**src/rtl/game_pkg.sv**
```systemverilog
// Shared types and helpers for the target game: FSM states, target count and index helpers.
package game_pkg;

  typedef enum logic [2:0] {
    IDLE,
    REQ,
    LOAD,
    SHOW,
    GAP,
    DONE
  } state_t;

  localparam int         NUM_TARGETS = 6;
  localparam logic [2:0] MAX_IDX     = 3'd5;
  localparam logic [1:0] MAX_RETRIES = 2'd3;

  // Out-of-range upstream values (6, 7) fold onto the last target.
  function automatic logic [2:0] clamp_idx(input logic [2:0] r);
    return (r > MAX_IDX) ? MAX_IDX : r;
  endfunction

  function automatic logic [2:0] next_idx(input logic [2:0] i);
    return (i == MAX_IDX) ? 3'd0 : i + 3'd1;
  endfunction

  function automatic logic [NUM_TARGETS-1:0] onehot(input logic [2:0] i);
    return NUM_TARGETS'(1) << i;
  endfunction

endpackage

```
**src/rtl/cycle_timer.sv**
```systemverilog
// Loadable down-counter; o_expire is high for the single cycle the count sits at 1.
module cycle_timer #(
  parameter int W = 10
) (
  input  logic         i_clk,
  input  logic         i_rst_n,
  input  logic         i_load,
  input  logic [W-1:0] i_value,
  output logic         o_expire
);

  logic [W-1:0] cnt_q, cnt_d;

  always_comb begin
    cnt_d = cnt_q;
    if (i_load) begin
      cnt_d = i_value;
    end else if (cnt_q != '0) begin
      cnt_d = cnt_q - 1'b1;
    end
  end

  always_ff @(posedge i_clk or negedge i_rst_n) begin
    if (!i_rst_n) begin
      cnt_q <= '0;
    end else begin
      cnt_q <= cnt_d;
    end
  end

  // Loading value N gives exactly N cycles before and including the expire cycle.
  assign o_expire = (cnt_q == W'(1));

endmodule

```
**src/rtl/target_scheduler.sv**
```systemverilog
// Timed-round target game sequencer. Define NO_REPEAT_EN to re-request the random stage
// when a round would light the same target as the previous one.
module target_scheduler
  import game_pkg::*;
#(
  parameter int ROUNDS      = 16,
  parameter int SHOW_CYCLES = 1000,
  parameter int GAP_CYCLES  = 100,
  parameter int SCORE_W     = 8
) (
  input  logic                           i_clk,
  input  logic                           i_rst_n,
  input  logic                           i_game_start,
  input  logic [NUM_TARGETS-1:0]         i_btn,
  input  logic [2:0]                     i_rand,
  output logic                           o_rand_start,
  output logic [NUM_TARGETS-1:0]         o_target,
  output logic [SCORE_W-1:0]             o_score,
  output logic [$clog2(ROUNDS+1)-1:0]    o_round,
  output logic                           o_hit,
  output logic                           o_miss,
  output logic                           o_busy,
  output logic                           o_done
);

  localparam int RND_W   = $clog2(ROUNDS + 1);
  localparam int TMR_MAX = (SHOW_CYCLES > GAP_CYCLES) ? SHOW_CYCLES : GAP_CYCLES;
  localparam int TMR_W   = $clog2(TMR_MAX + 1);

  localparam logic [TMR_W-1:0] SHOW_LD    = TMR_W'(SHOW_CYCLES);
  localparam logic [TMR_W-1:0] GAP_LD     = TMR_W'(GAP_CYCLES);
  localparam logic [RND_W-1:0] LAST_ROUND = RND_W'(ROUNDS);

  state_t               state_q, state_d;
  logic [2:0]           idx_q, idx_d;
  logic [SCORE_W-1:0]   score_q, score_d;
  logic [RND_W-1:0]     round_q, round_d;
  logic                 hit_q, hit_d;
  logic                 miss_q, miss_d;
`ifdef NO_REPEAT_EN
  logic                 prev_valid_q, prev_valid_d;
  logic [1:0]           retry_q, retry_d;
`endif

  logic                   tmr_load;
  logic [TMR_W-1:0]       tmr_value;
  logic                   tmr_expire;
  logic [2:0]             rand_idx;
  logic [NUM_TARGETS-1:0] lit;
  logic                   go_show;
  logic                   btn_hit;
  logic [RND_W-1:0]       round_inc;

  cycle_timer #(
    .W (TMR_W)
  ) u_timer (
    .i_clk    (i_clk),
    .i_rst_n  (i_rst_n),
    .i_load   (tmr_load),
    .i_value  (tmr_value),
    .o_expire (tmr_expire)
  );

  assign rand_idx  = clamp_idx(i_rand);
  assign lit       = onehot(idx_q);
  assign btn_hit   = (i_btn == lit);
  assign round_inc = round_q + 1'b1;

  always_comb begin
    state_d   = state_q;
    idx_d     = idx_q;
    score_d   = score_q;
    round_d   = round_q;
    hit_d     = 1'b0;
    miss_d    = 1'b0;
    tmr_load  = 1'b0;
    tmr_value = '0;
    go_show   = 1'b1;
`ifdef NO_REPEAT_EN
    prev_valid_d = prev_valid_q;
    retry_d      = retry_q;
`endif

    unique case (state_q)
      IDLE, DONE: begin
        if (i_game_start) begin
          score_d = '0;
          round_d = '0;
          state_d = REQ;
`ifdef NO_REPEAT_EN
          prev_valid_d = 1'b0;
          retry_d      = '0;
`endif
        end
      end

      REQ: begin
        state_d = LOAD;
      end

      LOAD: begin
        idx_d = rand_idx;
`ifdef NO_REPEAT_EN
        if (prev_valid_q && (rand_idx == idx_q)) begin
          if (retry_q < MAX_RETRIES) begin
            idx_d   = idx_q;
            retry_d = retry_q + 1'b1;
            go_show = 1'b0;
            state_d = REQ;
          end else begin
            idx_d = next_idx(rand_idx);
          end
        end
        if (go_show) begin
          prev_valid_d = 1'b1;
          retry_d      = '0;
        end
`endif
        if (go_show) begin
          tmr_load  = 1'b1;
          tmr_value = SHOW_LD;
          state_d   = SHOW;
        end
      end

      SHOW: begin
        // A press on the expiry cycle is judged as a press, not a timeout.
        if ((i_btn != '0) || tmr_expire) begin
          hit_d     = btn_hit;
          miss_d    = !btn_hit;
          round_d   = round_inc;
          tmr_load  = 1'b1;
          tmr_value = GAP_LD;
          if (btn_hit && (score_q != '1)) begin
            score_d = score_q + 1'b1;
          end
          state_d = (round_inc == LAST_ROUND) ? DONE : GAP;
        end
      end

      GAP: begin
        if (tmr_expire) begin
          state_d = REQ;
        end
      end

      default: begin
        state_d = IDLE;
      end
    endcase
  end

  always_ff @(posedge i_clk or negedge i_rst_n) begin
    if (!i_rst_n) begin
      state_q      <= IDLE;
      idx_q        <= '0;
      score_q      <= '0;
      round_q      <= '0;
      hit_q        <= 1'b0;
      miss_q       <= 1'b0;
`ifdef NO_REPEAT_EN
      prev_valid_q <= 1'b0;
      retry_q      <= '0;
`endif
    end else begin
      state_q      <= state_d;
      idx_q        <= idx_d;
      score_q      <= score_d;
      round_q      <= round_d;
      hit_q        <= hit_d;
      miss_q       <= miss_d;
`ifdef NO_REPEAT_EN
      prev_valid_q <= prev_valid_d;
      retry_q      <= retry_d;
`endif
    end
  end

  assign o_rand_start = (state_q == REQ);
  assign o_target     = (state_q == SHOW) ? lit : '0;
  assign o_score      = score_q;
  assign o_round      = round_q;
  assign o_hit        = hit_q;
  assign o_miss       = miss_q;
  assign o_busy       = (state_q != IDLE) && (state_q != DONE);
  assign o_done       = (state_q == DONE);

endmodule
```
**config.mk**
```make
export PLATFORM = sky130hd
export DESIGN_NAME = target_scheduler
export DESIGN_NICKNAME = d
export VERILOG_FILES = /design/src/rtl/game_pkg.sv /design/src/rtl/cycle_timer.sv /design/src/rtl/target_scheduler.sv
export SDC_FILE = /design/constraint.sdc
export NUM_CORES = 1
export LEC_CHECK = 0
export BUFFER_PORTS_ARGS = -buffer_cell sky130_fd_sc_hd__buf_2
export CAP_MARGIN = 0
export CELL_PAD_IN_SITES_DETAIL_PLACEMENT = 1
export CELL_PAD_IN_SITES_GLOBAL_PLACEMENT = 1
export CORE_UTILIZATION = 30
export CTS_CLUSTER_SIZE = 25
export DETAILED_ROUTE_END_ITERATION = 12
export PLACE_DENSITY_LB_ADDON = 0.1
export SLEW_MARGIN = 30
export SYNTH_ARGS = -nofsm -noshare
export SYNTH_HDL_FRONTEND = slang
export SYNTH_SLANG_ARGS = --single-unit
```
**constraint.sdc**
```tcl
create_clock -name i_clk -period 2.58 [get_ports i_clk]
set_input_delay 0.774 -clock i_clk [delete_from_list [all_inputs] [get_ports i_clk]]
set_output_delay 0.774 -clock i_clk [all_outputs]
set_load 0.02 [all_outputs]
```
==> impl_results.md <==
- First-pass GRT wire length: 8997 um
- Critical Path, Cell by Cell: inv_1 -> nor2_2 -> nand2_1 -> nor2_1 -> and3_1 -> buf_2
- Top cell type's share of synthesized area: 0.4084
- CTS sink cnt: 31
- P&R area growth vs syn: 20.49%
- Setup violators final: 0
- Final Cycle Share: 0.9302
- CTS max path bufs: 2
- Largest net degree at the start of global routing: 32
- Vias in the first global route: about 1800
- Static leakage: between 1 and 1.5 nW
- Met3 wire len: approximately 170 um
- Via count: about 1800
- Ant diodes: 0
- Number of enable flip-flop cells after synthesis: 0
- Total Neg Setup Slack: 0 ns
- Die area: 6654 um2
- Most frequent cells after synthesis: dfrtp_1 (31), nand2_1 (28), nor2_1 (26)
- Final HPWL DP: a little under 4000 um
- WHS: between 0.5 and 0.6 ns
- CP max-delay cell: dfrtp_2
- FF+latch count, synth: 31
- Drt drc: 0
- Core area: about 6000 um2
- MaxCap Viol Count: 0
- Slew Limit Fails: 0
- Iter 0 DRT Violations: 45
- Average wire per standard cell: 15.52 um
- Slew HR: 0.4988
- Hold Fails Final Rpt: 0
- CP Class: flop to output pin
- Clock skew: 0.006385 ns
- Power Total: 2.278 mW
- Critical path peak fanout: 7
- Sequential fraction of the synthesis area: 0.4084
- Fillers: 754
- DRT met1 WL: about 2500 um
- Routability congestion estimate from global placement: between 0.7 and 0.8
- Die W: 81.57 um
- Worst skew pair latency: 0.29 ns
- Area contributors post-synth: dfrtp_1 (41%), nand2_1 (5.5%), nor2_1 (5.1%)
- Routed wire length: 5322 um
- Startpoint class of the critical path: flop
- Met2 wire len: roughly 2500 um
- Worst r2r src: u_timer.cnt_q[4]$_DFFE_PN0P_
- Async set-reset flop share out of synthesis: 1.000
- Fin area: between 2000 and 2500 um2
- Ratio of cells with drive above 1 in the final layout: 0.2164
- Syn Nets: between 200 and 250
- Worst Reg2Reg Path Length in Cells: 7
- Distinct cells, synth: 44
- CTS HTree Levels: 2
- Synthesized cell area: roughly 1900 um2
- Yosys warns: 0
- Outcome: complete, no violations
- Nature of the critical path endpoint: output pin
- Cts hold-fix bufs: 0
- Antenna Nets Post-Route: 0
- Most common cell in the synthesized netlist: dfrtp_1
- Mean Syn Cell Area: ~8.4 um2
- 1st-pass router iterations: 4
- Peak supply drop: 0.3727 mV
- CTS tree: yes
- Crit path required time: 1.81 ns
- # port buffers: 35
- Setup Buffers After CTS: 0
- Chip height: about 82 um
- Worst r2r dst: o_score[6]$_DFFE_PN0P_
- Nets: roughly 290
- Hold WC Path Type: input pin to async pin
- Clk slew on worst S/H paths: approximately 0.070 ns
- Final Critical Period: 2.400 ns
- Inserted Clock Buffers: 5
- Reg2reg setup slack: about 0.27 ns
- PwrDens: 995.4 nW/um2
- Top cell type by total area after synthesis: dfrtp_1
- Grt ovf: 0
- Max Freq: between 400 and 500 MHz
- Post-DR vias/cell: approximately 5.2
- Max incr delay on CP: approximately 0.42 ns
- Unrepaired setup endpoints after global routing: false
- Initial antenna violation count: 0
- DR top layer: met4
- Cell count after synthesis: ~230
- Slew @ Worst Pin: between 0.7 and 0.8 ns
- All-layer global routing usage: 0.1776
- Std-Cell Rows: 28
- Num ports: 36
- Most used DFF post-synth: dfrtp_1
- Critical path arrival: between 1.5 and 2 ns
- CTS Root Cell: clkbuf_8
- Placed instance area: around 2200 um2
- Initial core utilization: 0.3152
==> cell type report <==
cell class                 instances  area, um2  share of cell area
timing repair buffer              42      227.7             0.09951
tap                               75      93.84             0.04101
sequential                        31      777.0              0.3395
inverter                           5      18.77            0.008201
multi-input combinational        182       1071              0.4680
clock buffer                       8      100.1             0.04374
==> per-stage QoR <==
step           setup slack (ns)  cells  utilization
6_report                 0.1800    343       0.3798
5_1_grt                 0.02557    343       0.3798
4_1_cts                 0.03291    343       0.3792
3_5_place_dp            0.08019    335       0.3625
3_3_place_gp             0.1162    335       0.3625
2_1_floorplan            0.2439    225            -
==> layout by cell type (no fill, tap or decap), types with 7 or more instances in the layout <==
master	count
nor3_1	11
buf_2	35
nand2_1	28
o21ai_0	12
buf_4	7
clkbuf_8	7
and3_1	7
dfrtp_1	30
nor2_1	25
a21oi_1	9
nand3_1	18
==> critical path: cells and delay by family, from the launching register on <==
family                 cells  cell delay (ns)
buffers and inverters      2             0.29
flip-flops                 1             0.42
AND/OR/NAND/NOR            4             0.63
==> timing repair <==
action,CTS,global route
hold endpoints to repair,0,0
resized for setup,0,2
endpoints found under the setup margin,0,4
==> how the worst max path moves through the flow <==
stage	startpoint	end	cells after the start
finish	state_q[0]$_DFFE_PN0P_	o_target[3]	6
global route	state_q[0]$_DFFE_PN0P_	o_target[3]	6
floorplan	i_btn[1]	o_score[5]$_DFFE_PN0P_	8
detailed placement	i_btn[1]	o_score[5]$_DFFE_PN0P_	9
CTS	state_q[0]$_DFFE_PN0P_	o_target[1]	6
global placement	i_btn[1]	o_score[5]$_DFFE_PN0P_	9
==> where the power goes <==
part | total (mW) | internal (mW) | switching, mW | leakage (nW)
sequential | 0.849 | 0.632 | 0.216 | 0.393
clock | 0.433 | 0.244 | 0.190 | 0.0515
combinational | 0.996 | 0.385 | 0.611 | 0.612
==> flip-flops by register name, summed over array words and instances (netlist names) <==
name	cells
o_hit	1
state_q	3
o_score	8
o_round	5
o_miss	1
idx_q	3
u_timer.cnt_q	10
==> metal layers <==
metal,vias to the layer above,track usage
met5,-,0
met4,0,0.05789
li1,892,-
met3,8,0.03333
met1,875,0.2252
met2,23,0.3025
==> cell families after synthesis <==
family,after synthesis,share of synthesized area
and+or+nand+nor,118,0.3109
buffers and inverters,12,0.02898
DFF,31,0.4084
AOI/OAI and AO/OA,48,0.1647
adders and majority gates,6,0.03952
muxes,1,0.005928
xor gates and xnor gates,9,0.04150
Power figures use the tool's default switching activity.
